File: src/rtl/turn_seq_pkg.sv
// Shared types and defaults for the multi-player turn sequencer.
// Player-count clamping lives here so every user applies the same limits.
package turn_seq_pkg;

    typedef enum logic [1:0] {
        ST_IDLE = 2'd0,
        ST_RUN  = 2'd1,
        ST_DONE = 2'd2
    } state_t;

    localparam int DEF_MAX_PLAYERS = 4;
    localparam int DEF_CNT_W       = 5;
    localparam int DEF_WIN_CNT     = 24;

    function automatic int clamp_players(input int np, input int max_p);
        if (np < 2) return 2;
        if (np > max_p) return max_p;
        return np;
    endfunction

endpackage

File: src/rtl/turn_sequencer_mux_finder.sv
// Rotate-priority scan: first active index strictly after base, modulo n.
// found stays low when no index other than base is active.
module next_active_finder #(
    parameter int MAX_PLAYERS = 4,
    parameter int PIDX_W      = $clog2(MAX_PLAYERS),
    parameter int NP_W        = $clog2(MAX_PLAYERS + 1)
) (
    input  logic [PIDX_W-1:0]      base,
    input  logic [NP_W-1:0]        n,
    input  logic [MAX_PLAYERS-1:0] active,
    output logic [PIDX_W-1:0]      next_idx,
    output logic                   found
);

    int idx;

    // Walk offsets from far to near so the nearest hit is written last.
    always_comb begin
        next_idx = '0;
        found    = 1'b0;
        idx      = 0;
        for (int k = MAX_PLAYERS - 1; k >= 1; k--) begin
            idx = int'(base) + k;
            if (idx >= int'(n)) idx = idx - int'(n);
            if ((k < int'(n)) && (idx < MAX_PLAYERS) && active[idx[PIDX_W-1:0]]) begin
                found    = 1'b1;
                next_idx = PIDX_W'(idx);
            end
        end
    end

endmodule

File: src/rtl/turn_sequencer_mux.sv
// Turn sequencer and current-score selector for 2..MAX_PLAYERS players.
// state   | meaning
// IDLE    | no game; cur_cnt follows player 0
// RUN     | game in progress; advance steps to the next active player
// DONE    | winner latched; waits for start
module turn_sequencer_mux
    import turn_seq_pkg::*;
#(
    parameter int MAX_PLAYERS = DEF_MAX_PLAYERS,
    parameter int CNT_W       = DEF_CNT_W,
    parameter int WIN_CNT     = DEF_WIN_CNT,
    parameter int PIDX_W      = $clog2(MAX_PLAYERS),
    parameter int NP_W        = $clog2(MAX_PLAYERS + 1)
) (
    input  logic                         clk,
    input  logic                         rst,
    input  logic                         start,
    input  logic [NP_W-1:0]              num_players,
    input  logic                         advance,
    input  logic [MAX_PLAYERS-1:0]       skip_mask,
    input  logic [MAX_PLAYERS*CNT_W-1:0] p_cnt,
    output logic                         busy,
    output logic [PIDX_W-1:0]            cur_player,
    output logic [CNT_W-1:0]             cur_cnt,
    output logic                         round_wrap,
    output logic                         winner_valid,
    output logic [PIDX_W-1:0]            winner
);

    state_t                 state_q, state_d;
    logic [NP_W-1:0]        n_q, n_d, n_start;
    logic [PIDX_W-1:0]      cur_player_q, cur_player_d;
    logic [PIDX_W-1:0]      winner_q, winner_d;
    logic [CNT_W-1:0]       cur_cnt_q, cur_cnt_d;
    logic                   round_wrap_q, round_wrap_d;

    logic [MAX_PLAYERS-1:0] act_run, act_start;
    logic [PIDX_W-1:0]      adv_next, start_next, win_idx;
    logic                   adv_found, start_found, win_found;

    assign n_start = NP_W'(clamp_players(int'(num_players), MAX_PLAYERS));

    // Lowest active player at or above the win threshold takes the game.
    always_comb begin
        act_run   = '0;
        act_start = '0;
        win_found = 1'b0;
        win_idx   = '0;
        for (int i = MAX_PLAYERS - 1; i >= 0; i--) begin
            act_run[i]   = (i < int'(n_q)) && !skip_mask[i];
            act_start[i] = (i < int'(n_start)) && !skip_mask[i];
            if (act_run[i] && (p_cnt[i*CNT_W +: CNT_W] >= CNT_W'(WIN_CNT))) begin
                win_found = 1'b1;
                win_idx   = PIDX_W'(i);
            end
        end
    end

    next_active_finder #(.MAX_PLAYERS(MAX_PLAYERS), .PIDX_W(PIDX_W), .NP_W(NP_W)) u_adv_scan (
        .base     (cur_player_q),
        .n        (n_q),
        .active   (act_run),
        .next_idx (adv_next),
        .found    (adv_found)
    );

    next_active_finder #(.MAX_PLAYERS(MAX_PLAYERS), .PIDX_W(PIDX_W), .NP_W(NP_W)) u_start_scan (
        .base     ({PIDX_W{1'b0}}),
        .n        (n_start),
        .active   (act_start),
        .next_idx (start_next),
        .found    (start_found)
    );

    always_comb begin
        state_d      = state_q;
        n_d          = n_q;
        cur_player_d = cur_player_q;
        winner_d     = winner_q;
        round_wrap_d = 1'b0;

        if (start) begin
            n_d      = n_start;
            winner_d = '0;
            // Player 0 is only chosen when it is the sole active player.
            if (start_found) begin
                state_d      = ST_RUN;
                cur_player_d = start_next;
            end else if (act_start[0]) begin
                state_d      = ST_RUN;
                cur_player_d = '0;
            end else begin
                state_d      = ST_DONE;
                cur_player_d = '0;
            end
        end else if (state_q == ST_RUN) begin
            if (win_found) begin
                state_d  = ST_DONE;
                winner_d = win_idx;
            end else if (advance) begin
                if (!adv_found) begin
                    state_d  = ST_DONE;
                    winner_d = cur_player_q;
                end else begin
                    cur_player_d = adv_next;
                    round_wrap_d = (adv_next <= cur_player_q);
                end
            end
        end

        cur_cnt_d = p_cnt[int'(cur_player_d)*CNT_W +: CNT_W];
    end

    always_ff @(posedge clk or posedge rst) begin
        if (rst) begin
            state_q      <= ST_IDLE;
            n_q          <= NP_W'(2);
            cur_player_q <= '0;
            winner_q     <= '0;
            cur_cnt_q    <= '0;
            round_wrap_q <= 1'b0;
        end else begin
            state_q      <= state_d;
            n_q          <= n_d;
            cur_player_q <= cur_player_d;
            winner_q     <= winner_d;
            cur_cnt_q    <= cur_cnt_d;
            round_wrap_q <= round_wrap_d;
        end
    end

    assign busy         = (state_q == ST_RUN);
    assign winner_valid = (state_q == ST_DONE);
    assign winner       = winner_q;
    assign cur_player   = cur_player_q;
    assign cur_cnt      = cur_cnt_q;
    assign round_wrap   = round_wrap_q;

endmodule

File: config.mk
export PLATFORM = sky130hd
export DESIGN_NAME = turn_sequencer_mux
export DESIGN_NICKNAME = d
export VERILOG_FILES = /design/src/rtl/turn_seq_pkg.sv /design/src/rtl/turn_sequencer_mux_finder.sv /design/src/rtl/turn_sequencer_mux.sv
export SDC_FILE = /design/constraint.sdc
export NUM_CORES = 1
export LEC_CHECK = 0
export ABC_AREA = 1
export CAP_MARGIN = 20
export CORE_MARGIN = 8
export CORE_UTILIZATION = 50
export CTS_CLUSTER_DIAMETER = 100
export DETAILED_ROUTE_END_ITERATION = 12
export MAX_ROUTING_LAYER = met4
export PLACE_DENSITY = 0.75
export SLEW_MARGIN = 10
export SYNTH_ARGS = -nofsm -noshare
export SYNTH_HDL_FRONTEND = slang
export SYNTH_HIERARCHICAL = 1
export SYNTH_SLANG_ARGS = --single-unit
File: constraint.sdc
create_clock -name clk -period 9.57 [get_ports clk]
set_input_delay 1.914 -clock clk [delete_from_list [all_inputs] [get_ports clk]]
set_output_delay 1.914 -clock clk [all_outputs]
set_load 0.02 [all_outputs]
After elaboration in Yosys (flattened, before gate mapping)
Cells that the tools add are included.
{ "totals": {"register_bits": 15, "input_bits": 31, "out_inout_bits": 12, "wordCells": 152} }
{ "op_classes": {"n_addsub": 9, "multipliers": 1, "order_cmp": 33, "n_eq_ne": 3, "n_shift": 1, "muxes": 68, "reduce_logical": 31} }
{ "op_table": {"columns": ["op", "n"], "rows": [
  ["32-bit by 4-bit < comparator with 1-bit output, second input constant", 6],
  ["32-bit 2-to-1 mux", 6],
  ["32-bit by 4-bit >= comparator with 1-bit output", 3],
  ["32-bit by 4-bit subtractor with 32-bit output", 3],
  ["2-bit 2-to-1 mux", 29],
  ["1-bit logical AND", 24],
  ["1-bit 2-to-1 mux", 24],
  ["5-bit >= comparator, second input constant", 4],
  ["20-bit by 6-bit indexed part select with 5-bit output", 1],
  ["2-bit by 3-bit < comparator with 1-bit output, second input constant", 6],
  ["1-bit binary-select mux with 2-bit select", 6],
  ["1-bit by 3-bit < comparator with 1-bit output, first input constant", 4],
  ["2-bit by 3-bit < comparator with 1-bit output, first input constant", 4],
  ["3-bit 2-to-1 mux", 3],
  ["2-bit by 3-bit subtractor with 4-bit output, first input constant", 2],
  ["2-bit by 2-bit adder with 3-bit output, second input constant", 2],
  ["2-bit by 3-bit >= comparator with 1-bit output, first input constant", 2],
  ["2-bit by 3-bit multiplier with 5-bit output, second input constant", 1],
  ["1-bit logical NOT", 4],
  ["1-bit by 3-bit subtractor with 4-bit output, first input constant", 1],
  ["2-bit by 1-bit adder with 3-bit output, second input constant", 1],
  ["1-bit by 3-bit >= comparator with 1-bit output, first input constant", 1],
  ["3-bit > comparator, second input constant", 1],
  ["3-bit by 2-bit < comparator with 1-bit output, second input constant", 1],
  ["other kinds (7)", 7]
]} }

Logic depth before layout (Yosys ltp)
Gate-level depths: netlist (run 1).
{ "depth": {"word_depth": 17, "mapped_depth": 26} }

Cells and area by module
Netlist (run 1), hierarchy kept.
{ "by_module_without_submodules": {"columns": ["module", "n_inst", "cells_per_inst", "area_per_inst_um2", "seq_area_each_um2"], "rows": [
  ["turn_sequencer_mux", 1, 171, 1218.7, 376.6],
  ["next_active_finder at u_start_scan", 1, 126, 828.3, 0.0],
  ["next_active_finder at u_adv_scan", 1, 126, 827.0, 0.0]
]} }

Least setup slack after synthesis (run 1)
Ideal clock, no wire load.
{ "synth_path": {"path_type": "input port to flip-flop", "start": "input port num_players[2]", "end": "register cur_cnt_q[0], in the netlist cur_cnt[0]", "arrival_time_ns": 4.253, "t_required_ns": 9.454, "slack_ns": 5.201, "path_stages": 19, "n_path_buf": 1, "path_cell_list": "inv_1 > inv_1 > fa_1 > fa_1 > inv_1 > nand3_2 > nand2_2 > nand2_1 > nand3_2 > nand2_2 > nor2_2 > nor2_1 > nand2_1 > nand2_1 > nand3_1 > buf_4 > nand3_2 > nand3_1 > nand2_1"} }
{ "synth_between": {"elab_chain_cells": 17, "word_cells_on_any_way": 51} }
{ "synth_rtl": {"columns": ["element", "line_no", "text"], "rows": [
  ["start, declared", "turn_sequencer_mux.sv:18", "input logic [NP_W-1:0] num_players,"],
  ["3-bit > comparator or 3-bit by 2-bit < comparator with 1-bit output (tied branches)", "turn_seq_pkg.sv:17, turn_seq_pkg.sv:16", null],
  ["1-bit 2-to-1 mux or 2-bit 2-to-1 mux (tied branches)", "turn_seq_pkg.sv:17, turn_seq_pkg.sv:16", null],
  ["1-bit 2-to-1 mux or 3-bit 2-to-1 mux (tied branches)", "turn_seq_pkg.sv:17", "if (np > max_p) return max_p;"],
  ["3-bit 2-to-1 mux", "turn_seq_pkg.sv:18", "return np;"],
  ["3-bit 2-to-1 mux *", "turn_seq_pkg.sv:17", null],
  ["2-bit by 3-bit subtractor with 4-bit output, or another cell as far along", "turn_sequencer_mux_finder.sv:24", "if (idx >= int'(n)) idx = idx - int'(n);"],
  ["32-bit 2-to-1 mux or 1-bit logical AND (tied branches)", "turn_sequencer_mux_finder.sv:24, turn_sequencer_mux.sv:51", null],
  ["32-bit by 4-bit < comparator with 1-bit output or 1-bit binary-select mux with 2-bit select (tied branches)", "turn_sequencer_mux_finder.sv:25", "if ((k < int'(n)) && (idx < MAX_PLAYERS) && active[idx[PIDX_W-1:0]]) begin"],
  ["[2 not listed]", null, null],
  ["2-bit 2-to-1 mux (2 in series)", "turn_sequencer_mux_finder.sv:25", null],
  ["2-bit 2-to-1 mux *", "turn_sequencer_mux_finder.sv:25", null],
  ["via start_next[0]", "turn_sequencer_mux.sv:38", "logic [PIDX_W-1:0] adv_next, start_next, win_idx;"],
  ["2-bit 2-to-1 mux *", "turn_sequencer_mux.sv:86", "if (start_found) begin"],
  ["2-bit 2-to-1 mux *", "turn_sequencer_mux.sv:82", "if (start) begin"],
  ["2-bit by 3-bit multiplier with 5-bit output *", "turn_sequencer_mux.sv:111", "cur_cnt_d = p_cnt[int'(cur_player_d)*CNT_W +: CNT_W];"],
  ["20-bit by 6-bit indexed part select with 5-bit output *", "turn_sequencer_mux.sv:111", null],
  ["via cur_cnt_d[0]", "turn_sequencer_mux.sv:34", "logic [CNT_W-1:0] cur_cnt_q, cur_cnt_d;"],
  ["end signal, assigned", "turn_sequencer_mux.sv:127", "cur_cnt_q <= cur_cnt_d;"],
  ["end, declared", "turn_sequencer_mux.sv:34", null]
]} }
Mark *: on every way through the listed nets, which the timed path passes. The rest lies on a longest branch. The select of a mux whose other input is x is not followed.
A chain may end at the register's enable or synchronous reset.

Worst setup path after layout (run 1)
{ "layout_path": {"start": "input port num_players[2]", "end": "register cur_cnt_q[0], in the netlist cur_cnt[0]"} }
{ "layout_between": {"elab_chain_cells": 17, "word_cells_on_any_way": 51} }
{ "layout_rtl": {"columns": ["element", "line_no", "text"], "rows": [
  ["3-bit by 2-bit < comparator with 1-bit output or 3-bit > comparator (tied branches)", "turn_seq_pkg.sv:16, turn_seq_pkg.sv:17", null],
  ["2-bit 2-to-1 mux or 1-bit 2-to-1 mux (tied branches)", "turn_seq_pkg.sv:16, turn_seq_pkg.sv:17", null],
  ["3-bit 2-to-1 mux or 1-bit 2-to-1 mux (tied branches)", "turn_seq_pkg.sv:17", null],
  ["3-bit 2-to-1 mux", "turn_seq_pkg.sv:18", null],
  ["3-bit 2-to-1 mux *", "turn_seq_pkg.sv:17", null],
  ["via n_start[1]", "turn_sequencer_mux.sv:31", "logic [NP_W-1:0] n_q, n_d, n_start;"],
  ["2-bit by 3-bit subtractor with 4-bit output, or another cell as far along", "turn_sequencer_mux_finder.sv:24", null],
  ["32-bit 2-to-1 mux or 1-bit logical AND (tied branches)", "turn_sequencer_mux_finder.sv:24, turn_sequencer_mux.sv:51", null],
  ["[3 not listed]", null, null],
  ["2-bit 2-to-1 mux (2 in series)", "turn_sequencer_mux_finder.sv:25", null],
  ["2-bit 2-to-1 mux *", "turn_sequencer_mux_finder.sv:25", null],
  ["via start_next[0]", "turn_sequencer_mux.sv:38", null],
  ["2-bit 2-to-1 mux *", "turn_sequencer_mux.sv:86", null],
  ["2-bit 2-to-1 mux *", "turn_sequencer_mux.sv:82", null],
  ["2-bit by 3-bit multiplier with 5-bit output *", "turn_sequencer_mux.sv:111", null],
  ["20-bit by 6-bit indexed part select with 5-bit output *", "turn_sequencer_mux.sv:111", null],
  ["via cur_cnt_d[0]", "turn_sequencer_mux.sv:34", null]
]} }
Marks and branches as above.

==> results of run 1 <==
==> critical path, delay by kind of cell <==
| kind | cells | cell delay [ns] |
|---|---|---|
| adder cells (fa/ha/maj) | 2 | 0.84 |
| buffers and inverters | 4 | 1.07 |
| AND/OR/NAND/NOR | 13 | 1.53 |
==> path summary, 6_finish.rpt <==
check,from,end,slack (ns),depth (start not counted)
max,num_players[2],cur_cnt[0],4.35,19
max in group asynchronous,rst,n_q[1],7.18,2
min,winner[1],winner[1],0.50,2
min reg2reg,winner[1],winner[1],0.50,2
min in group asynchronous,rst,round_wrap,2.02,2
max reg2reg,cur_player[0],cur_cnt[0],5.51,22
==> cell type report <==
type | instances | share of cell area
Multi-Input combinational cell | 334 | 0.643
Timing Repair Buffer | 42 | 0.122
Sequential cell | 15 | 0.110
Inverter | 79 | 0.0863
Tap cell | 72 | 0.0262
Clock buffer | 4 | 0.0131
==> metrics by stage <==
stage	instances	setup WS [ns]	total power, mW
floorplan	432	5.20	0.441
global placement	542	4.25	0.535
detailed placement	542	4.09	0.545
CTS	546	4.35	0.599
global route	546	3.93	0.660
finish	546	4.35	0.597
==> synth_stat cells (all sizes together) (2+ instances only) <==
library cell  number  share of area
nor2              37          0.068
o21ai             19          0.036
a21o               2         0.0052
nand4              8          0.020
nand3b             2          0.014
clkbuf             2         0.0026
inv               79           0.10
buf                2         0.0065
ha                22          0.096
fa                12          0.084
dfrtp             14           0.12
a21oi             12          0.024
nand3             82           0.22
nand2            125           0.18
==> power groups by stage <==
stage	logic, mW	registers (mW)	clock network [mW]
after global placement	0.438	0.0966	0
after floorplan	0.335	0.106	0
after detailed placement	0.449	0.0966	0
after CTS	0.451	0.0958	0.0527
final	0.450	0.0957	0.0522
after global routing	0.507	0.0976	0.0556
==> flip-flops by register name (all words and copies together), names as in the netlist <==
signal      cells
cur_cnt         5
winner          2
state_q         2
cur_player      2
round_wrap      1
n_q             3
==> routing by layer <==
metal	global-route usage	part of all wire
met4	0.0295	0.0062
met3	0.0139	0.034
met5	-	0
met2	0.296	0.48
met1	0.212	0.48
==> kinds of logic after synthesis <==
family,synth area share
compound gates,0.0692
simple gates,0.507
buf+inv,0.112
other cells,0.00130
flops,0.131
fa+ha+maj,0.179
==> cells in the final DEF, fill, tap and decap left out <==
cell type	instances
nand3b_4	2
a21oi_1	10
dfstp_2	1
nand3_1	42
nand3_4	3
clkbuf_8	3
nand3_2	37
inv_2	8
a21oi_2	2
conb_1	10
o21a_1	1
nor2_8	1
inv_1	71
o21ai_0	14
nand4_2	1
nor2_4	1
nand2_4	3
a21o_1	2
ha_1	22
nor2_2	13
dfrtp_1	14
fa_1	12
nand2_1	108
clkbuf_1	1
nor3_1	1
clkdlybuf4s50_1	42
nand4_1	7
nor2_1	22
o21ai_2	2
o21ai_1	3
o22ai_1	1
nand2_2	14
==> flow_summary.json, run 1 <==
{
  "path_common_cell": "nand2_1",
  "power.density_nw_per_um2": 174,
  "skew_ns": 0.00169,
  "dr_total_vias": 2808,
  "setup_viol": 0,
  "placed_cell_area_um2": 3390,
  "crit_path_max_incr_delay_ns": 0.49,
  "clock_sinks": 15,
  "endpoint_kind": "flip-flop",
  "clockBufferDepth": 2,
  "clkPwrFrac": 0.087,
  "final_area_um2": 3440,
  "drv_slew": 0,
  "path_cells": "clkdlybuf4s50_1 -> inv_1 -> inv_1 -> fa_1 -> fa_1 -> inv_1 -> nand3_2 -> nand2_2 -> nand2_1 -> nand3_2 -> nand2_2 -> nor2_2 -> nand2_1 -> nand2_1 -> nand3_1 -> nand3_1 -> nand2_1 -> nand2_1 -> nand2_1",
  "netlist_area_um2": 2870,
  "fill_cells": 517,
  "post-route-min-period_ns": 5.22,
  "synth_enable_flop_cells": 0,
  "rsz0062_at_grt": "false",
  "dr.pass1.iters": 4,
  "post_cts_resized": 0,
  "grt_pass1_vias": 2755,
  "slowest_stage": "clkdlybuf4s50_1",
  "hp-class": "flip-flop to flip-flop",
  "ys_seq_area_frac": 0.131,
  "grt_usage": 0.170,
  "ioPinCount": 43,
  "worstMarginPinSlew_ns": 0.619,
  "num_antenna_cells": 0,
  "cts_tree": "built",
  "vias_per_cell": 5.14,
  "cts-root-buf": "clkbuf_8",
  "drc": 0,
  "status": "completed",
  "postSynthCellCount": 423,
  "cap_violations": 0,
  "ys_types": 32,
  "grt_pass1_wl_mm": 12.1,
  "antenna_found_initial": 0,
  "drt_iter0_drc": 161,
  "power_frac_comb": 0.752,
  "clock_latency_ns": 0.25,
  "yosysWarnings": 6,
  "p_int_mw": 0.285,
  "final_antenna_net_count": 0,
  "finalWirelength_mm": 6.79,
  "place.gp.congestion": 0.886,
  "netSwitchingFraction": 0.524,
  "cts_hold_buf": 0,
  "area_growth_pct": 19.6,
  "synth-main-ff-cell": "dfrtp_1",
  "fin_util": 0.620,
  "critPathMaxFanout": 11,
  "multi_input_area_um2": 2210,
  "power_switching_mw": 0.313,
  "port_buffers": 42,
  "avgSynthCellArea_um2": 6.79,
  "synth_seq_cells": 15,
  "tns_ns": 0,
  "fmax_ghz": 0.192,
  "p_leak_nw": 1.85,
  "rows": 27,
  "fp.dieW_um": 91.8,
  "post_drt_wl_per_cell_um": 12.4,
  "ff_latch_area_um2": 377,
  "start_util": 0.519,
  "path_class": "input port to flip-flop",
  "seqPwrFrac": 0.160,
  "hold_slack_ns": 0.498,
  "grt_max_degree": 16,
  "dp_hpwl_mm": 5.76,
  "fin_crit_sh": 0.545,
  "die-area_um2": 8430,
  "cp.required_ns": 9.72,
  "clkTransAtPathRegs_ns": 0.06,
  "layout.nets": 540,
  "crit_arrival_ns": 5.36,
  "synthArstFlopShare": 1.00,
  "core_area_um2": 5540,
  "maxSlewHeadroom": 0.586,
  "grt_remaining_overflow": 0,
  "hold_viol_final": 0,
  "drive_above_1_share": 0.192,
  "cp-start-kind": "input port",
  "fp.dieH_um": 91.8,
  "htreeDepth": 1,
  "postCtsSetupBuffers": 0,
  "vdd_drop_max_uv": 104,
  "numCtsBuffers": 3
}
(Power assumes the default switching activity.)
==> run 2: changes to the inputs <==
clock period = 5.5 ns   (was 9.57 ns; I/O delays follow)
==> run 2 against run 1 <==
Net effect: wire length grew 2.6%; sequential share of layout area is the same; non-clock buffer count is the same; combinational power grew 76%; critical path type unchanged.
==> flow_summary.json, run 2 (synthesis gave the netlist of run 1 again) <==
{
  "cts_hold_buf": 0,
  "pre_cts_ws_ns": 0.817,
  "grt_pass1_vias": 2814,
  "path_buf_inv": 4,
  "netSwitchingFraction": 0.528,
  "grt_remaining_overflow": 0,
  "crit_arrival_ns": 4.56,
  "drv_slew": 0,
  "crit_path_max_incr_delay_ns": 0.49,
  "hold_viol_final": 0,
  "largest_reg_flops": 5,
  "start_util": 0.519,
  "maxSlewHeadroom": 0.604,
  "htreeDepth": 1,
  "layout_commonest_cell": "nand2_1",
  "hp-class": "flip-flop to flip-flop",
  "rows": 27,
  "cts-root-buf": "clkbuf_8",
  "power_switching_mw": 0.554,
  "dr.pass1.iters": 4,
  "clkPwrFrac": 0.086,
  "cts_tree": "built",
  "power_frac_comb": 0.756,
  "cap_violations": 0,
  "setup_slack_ns": 1.09,
  "fp.dieH_um": 91.8,
  "grtUsageMet3": 0.0106,
  "use_met1": 0.217,
  "status": "completed",
  "post_drt_wl_per_cell_um": 12.7,
  "path_common_cell": "nand2_1",
  "path_class": "input port to flip-flop",
  "busiest_layer": "met2",
  "fp.dieW_um": 91.8,
  "dp_hpwl_mm": 5.84,
  "grt_max_degree": 16,
  "tns_ns": 0,
  "drive_above_1_share": 0.192,
  "cp.required_ns": 5.64,
  "gr-usage-met2": 0.306,
  "grt_pass1_wl_mm": 12.3,
  "mostFrequentLayoutCells": "108 x nand2_1, 71 x inv_1, 42 x nand3_1, 42 x clkdlybuf4s50_1, 37 x nand3_2",
  "ioPinCount": 43,
  "clockBufferDepth": 2,
  "layout.nets": 540,
  "die-area_um2": 8430,
  "p_leak_nw": 1.85,
  "fmax_ghz": 0.227,
  "antenna_found_initial": 0,
  "clock_latency_ns": 0.25,
  "crit_family": "simple AND/OR/NAND/NOR gates",
  "vdd_drop_max_uv": 160,
  "final_antenna_net_count": 0,
  "place.gp.congestion": 0.887,
  "path_cells": "clkdlybuf4s50_1 -> inv_1 -> inv_1 -> fa_1 -> fa_1 -> inv_1 -> nand2_4 -> o21ai_1 -> nand3_2 -> nand2_2 -> nor2_2 -> nor2_1 -> nand2_1 -> nand2_1 -> nand3_1 -> nand3_1 -> nand2_1 -> nand2_1 -> nand2_1",
  "critPathMaxFanout": 11,
  "port_buffers": 42,
  "drc": 0,
  "dr_total_vias": 2827,
  "area_growth_pct": 19.6,
  "vias_per_cell": 5.18,
  "skew_ns": 0.00319,
  "p_int_mw": 0.496,
  "num_antenna_cells": 0,
  "drt_iter0_drc": 175,
  "cp-start-kind": "input port",
  "fin_crit_sh": 0.802,
  "rsz0062_at_grt": "false",
  "slowest_stage": "clkdlybuf4s50_1",
  "finalWirelength_mm": 6.96,
  "endpoint_kind": "flip-flop",
  "grt_usage": 0.174,
  "dp_cells": 542,
  "numCtsBuffers": 3,
  "clkTransAtPathRegs_ns": 0.06,
  "post_cts_resized": 0,
  "worstMarginPinSlew_ns": 0.593,
  "postCtsSetupBuffers": 0,
  "clock_sinks": 15,
  "post-route-min-period_ns": 4.41,
  "core_area_um2": 5540,
  "setup_viol": 0,
  "final_cells": 546,
  "power.density_nw_per_um2": 306,
  "seqPwrFrac": 0.158
}
==> run 2: cell counts in the layout (fill, tap and decap cells not counted) <==
Identical to the previous run, type by type.
==> run 2: worst paths after layout <==
kind	start	endpoint	slack [ns]	depth (start not counted)
min reg2reg	winner[1]	winner[1]	0.49	2
min	winner[1]	winner[1]	0.49	2
min in group asynchronous	rst	cur_cnt[1]	1.22	2
max reg2reg	cur_player[0]	cur_cnt[0]	1.42	22
max	num_players[2]	cur_cnt[0]	1.09	19
max in group asynchronous	rst	winner[1]	3.90	2
==> run 2: worst register-to-register path, cell delays in order, from the launching register on <==
cell,delay [ns]
dfrtp_1,0.59
inv_1,0.20
ha_1,0.43
fa_1,0.41
fa_1,0.40
inv_1,0.17
nand2_4,0.09
o21ai_1,0.18
nand3_2,0.12
nand2_2,0.08
nor2_2,0.05
nor2_1,0.10
nand2_1,0.05
nand2_1,0.05
inv_1,0.05
o21ai_0,0.26
nand4_2,0.17
nand2_1,0.11
nand2_2,0.19
nand3_1,0.13
nand2_1,0.06
nand2_1,0.06
nand2_1,0.04
==> run 2: layer usage <==
metal  vias to the layer above  share of wire
met2                        61           0.48
li1                       1440              -
met5                         -              0
met1                      1321           0.48
met3                         5          0.024
met4                         0         0.0068
==> run 2: power groups by stage <==
stage	logic (mW)	clock network [mW]	registers, mW
floorplan	0.583	0	0.185
global placement	0.763	0	0.168
detailed placement	0.784	0	0.168
CTS	0.788	0.0912	0.167
global route	0.892	0.0975	0.170
finish	0.794	0.0902	0.166
==> run 2: per-stage QoR <==
step / total power, mW / utilization / hold slack, ns / cell area [um2]
floorplan: 0.768 / - / 0.579 / 2910
global placement: 0.931 / 0.612 / 0.475 / 3390
detailed placement: 0.952 / 0.612 / 0.477 / 3390
CTS: 1.05 / 0.620 / 0.491 / 3440
global route: 1.16 / 0.620 / 0.531 / 3440
finish: 1.05 / 0.620 / 0.487 / 3440
==> run 2: cell type report <==
class                           count  area, um2
Sequential cell                    15        377
Multi-Input combinational cell    334       2210
Clock buffer                        4       45.0
Fill cell                         525       2100
Inverter                           79        297
Tap cell                           72       90.1
Timing Repair Buffer               42        420
==> run 3: changes to the inputs <==
PLACE_DENSITY = 0.78   (was 0.75)
clock period = 3.7 ns   (was 5.5 ns; I/O delays follow)
==> run 3 against run 2 <==
Net effect: worst setup slack got worse by 0.88 ns; clock-buffer cell count unchanged; clock skew decreased by 0.0019 ns; first-iteration DRC count decreased by 39%; hold slack improved by 0.017 ns; critical path depth increased by 1; combinational power increased by 60%; sequential share of layout area decreased by 0.47 points; wire length increased by 3.9%; sequential power increased by 33%; total power increased by 55%; final cell count increased by 2.7%; critical endpoint unchanged; highest routed layer unchanged.
==> flow_summary.json, run 3 (synthesis gave the netlist of run 1 again) <==
{
  "status": "completed",
  "layout.nets": 555,
  "core_area_um2": 5540,
  "fill_cells": 506,
  "cap_violations": 0,
  "fp.dieW_um": 91.8,
  "vias_per_cell": 5.06,
  "power_switching_mw": 0.843,
  "drc": 0,
  "clockBufferDepth": 2,
  "setup_viol": 0,
  "power.density_nw_per_um2": 453,
  "rsz0062_at_grt": "false",
  "dr_total_vias": 2840,
  "ioPinCount": 43,
  "total_power_mw": 1.63,
  "path_class": "input port to flip-flop",
  "crit_family": "buffers and inverters",
  "path_common_cell": "nand2_1",
  "hp-class": "flip-flop to flip-flop",
  "rows": 27,
  "drive_above_1_share": 0.231,
  "grt_pass1_wl_mm": 12.5,
  "slowest_stage": "clkdlybuf4s50_1",
  "clkTransAtPathRegs_ns": 0.06,
  "grt_pass1_vias": 2870,
  "numCtsBuffers": 3,
  "largest_reg_flops": 5,
  "finalWirelength_mm": 7.23,
  "cts_tree": "built",
  "seqPwrFrac": 0.136,
  "antenna_found_initial": 0,
  "cts_hold_buf": 0,
  "p_int_mw": 0.783,
  "worstMarginPinSlew_ns": 0.550,
  "fin_crit_sh": 0.944,
  "clkPwrFrac": 0.080,
  "drv_slew": 0,
  "pre_cts_ws_ns": -0.109,
  "final_antenna_net_count": 0,
  "grt_max_degree": 16,
  "path_cells": "clkdlybuf4s50_1 -> inv_1 -> inv_1 -> fa_1 -> fa_1 -> inv_2 -> nand2_4 -> o21ai_1 -> nand3_2 -> nand2_2 -> nor2_2 -> nor2_1 -> nand2_1 -> nand2_1 -> nand3_1 -> buf_12 -> nand3_1 -> nand2_1 -> nand2_1 -> nand2_1",
  "num_antenna_cells": 0,
  "hold_slack_ns": 0.504,
  "multi_input_area_um2": 2240,
  "mostFrequentLayoutCells": "107 x nand2_1, 69 x inv_1, 42 x nand3_1, 42 x clkdlybuf4s50_1, 37 x nand3_2",
  "fp.dieH_um": 91.8,
  "die-area_um2": 8430,
  "dp_cells": 557,
  "clock_latency_ns": 0.24,
  "cts-root-buf": "clkbuf_8",
  "maxSlewHeadroom": 0.633,
  "hold_viol_final": 0,
  "post-route-min-period_ns": 3.49,
  "crit_arrival_ns": 3.63,
  "p_leak_nw": 1.94,
  "power_frac_comb": 0.783,
  "clock_sinks": 15,
  "fmax_ghz": 0.286,
  "netSwitchingFraction": 0.518,
  "dr.pass1.iters": 4,
  "htreeDepth": 1,
  "cp.required_ns": 3.84,
  "grt_usage": 0.179,
  "ff_latch_area_um2": 377,
  "post_cts_resized": 0,
  "setup_slack_ns": 0.208,
  "drt_iter0_drc": 106,
  "final_cells": 561,
  "area_growth_pct": 24.9,
  "place.gp.congestion": 0.928,
  "endpoint_kind": "flip-flop",
  "crit_path_max_incr_delay_ns": 0.46,
  "start_util": 0.519,
  "path_buf_inv": 5,
  "dp_hpwl_mm": 6.19,
  "skew_ns": 0.00128,
  "post_drt_wl_per_cell_um": 12.9,
  "vdd_drop_max_uv": 239,
  "cp-start-kind": "input port",
  "critPathMaxFanout": 11,
  "grt_remaining_overflow": 0,
  "port_buffers": 42,
  "layout_commonest_cell": "nand2_1",
  "postCtsSetupBuffers": 0
}
-- run 3: cell types whose count changed in the layout (fill, tap and decap cells not counted), sizes merged --
cell,change
buf,+15
-- run 3: worst paths after layout --
path,from,to,slack [ns],cells after the start
worst max-delay path,num_players[2],cur_cnt[0],0.21,20
worst min-delay path,winner[0],winner[0],0.50,2
worst max register to register,cur_player[1],cur_cnt[0],0.29,22
worst min register to register,winner[0],winner[0],0.50,2
max in group asynchronous,rst,n_q[1],2.49,2
min in group asynchronous,rst,winner[0],0.84,2
-- run 3: final cells by class --
type / instances / share of cell area
Multi-Input combinational cell: 334 / 0.623
Timing Repair Buffer: 57 / 0.152
Clock buffer: 4 / 0.0125
Tap cell: 72 / 0.0251
Inverter: 79 / 0.0826
Sequential cell: 15 / 0.105
-- run 3: metal layers --
layer  wire, um  part of all wire  vias up  track usage
met5          0                 0        -            -
met4         65            0.0090        0       0.0443
met3        241             0.033        6       0.0155
met2       3790              0.52       66        0.327
met1       3140              0.43     1293        0.204
li1           -                 -     1475            -
-- run 3: stage by stage --
step                cell area, um2  TNS (ns)   util
detailed placement            3520    -0.409  0.635
global placement              3520         0  0.635
CTS                           3560         0  0.643
global route                  3590         0  0.648
finish                        3590         0  0.648
floorplan                     2910         0      -
-- run 3: worst min-delay path, cell delays in order (launching register included) --
cell and delay (ns):
dfrtp_1 0.35, nand2_1 0.05, o21ai_0 0.06
-- run 3: power groups by stage --
stage | clock network [mW] | registers (mW) | logic (mW)
6_report | 0.131 | 0.221 | 1.27
5_1_grt | 0.138 | 0.225 | 1.43
4_1_cts | 0.131 | 0.222 | 1.24
3_5_place_dp | 0 | 0.225 | 1.24
3_3_place_gp | 0 | 0.225 | 1.20
2_1_floorplan | 0 | 0.275 | 0.867
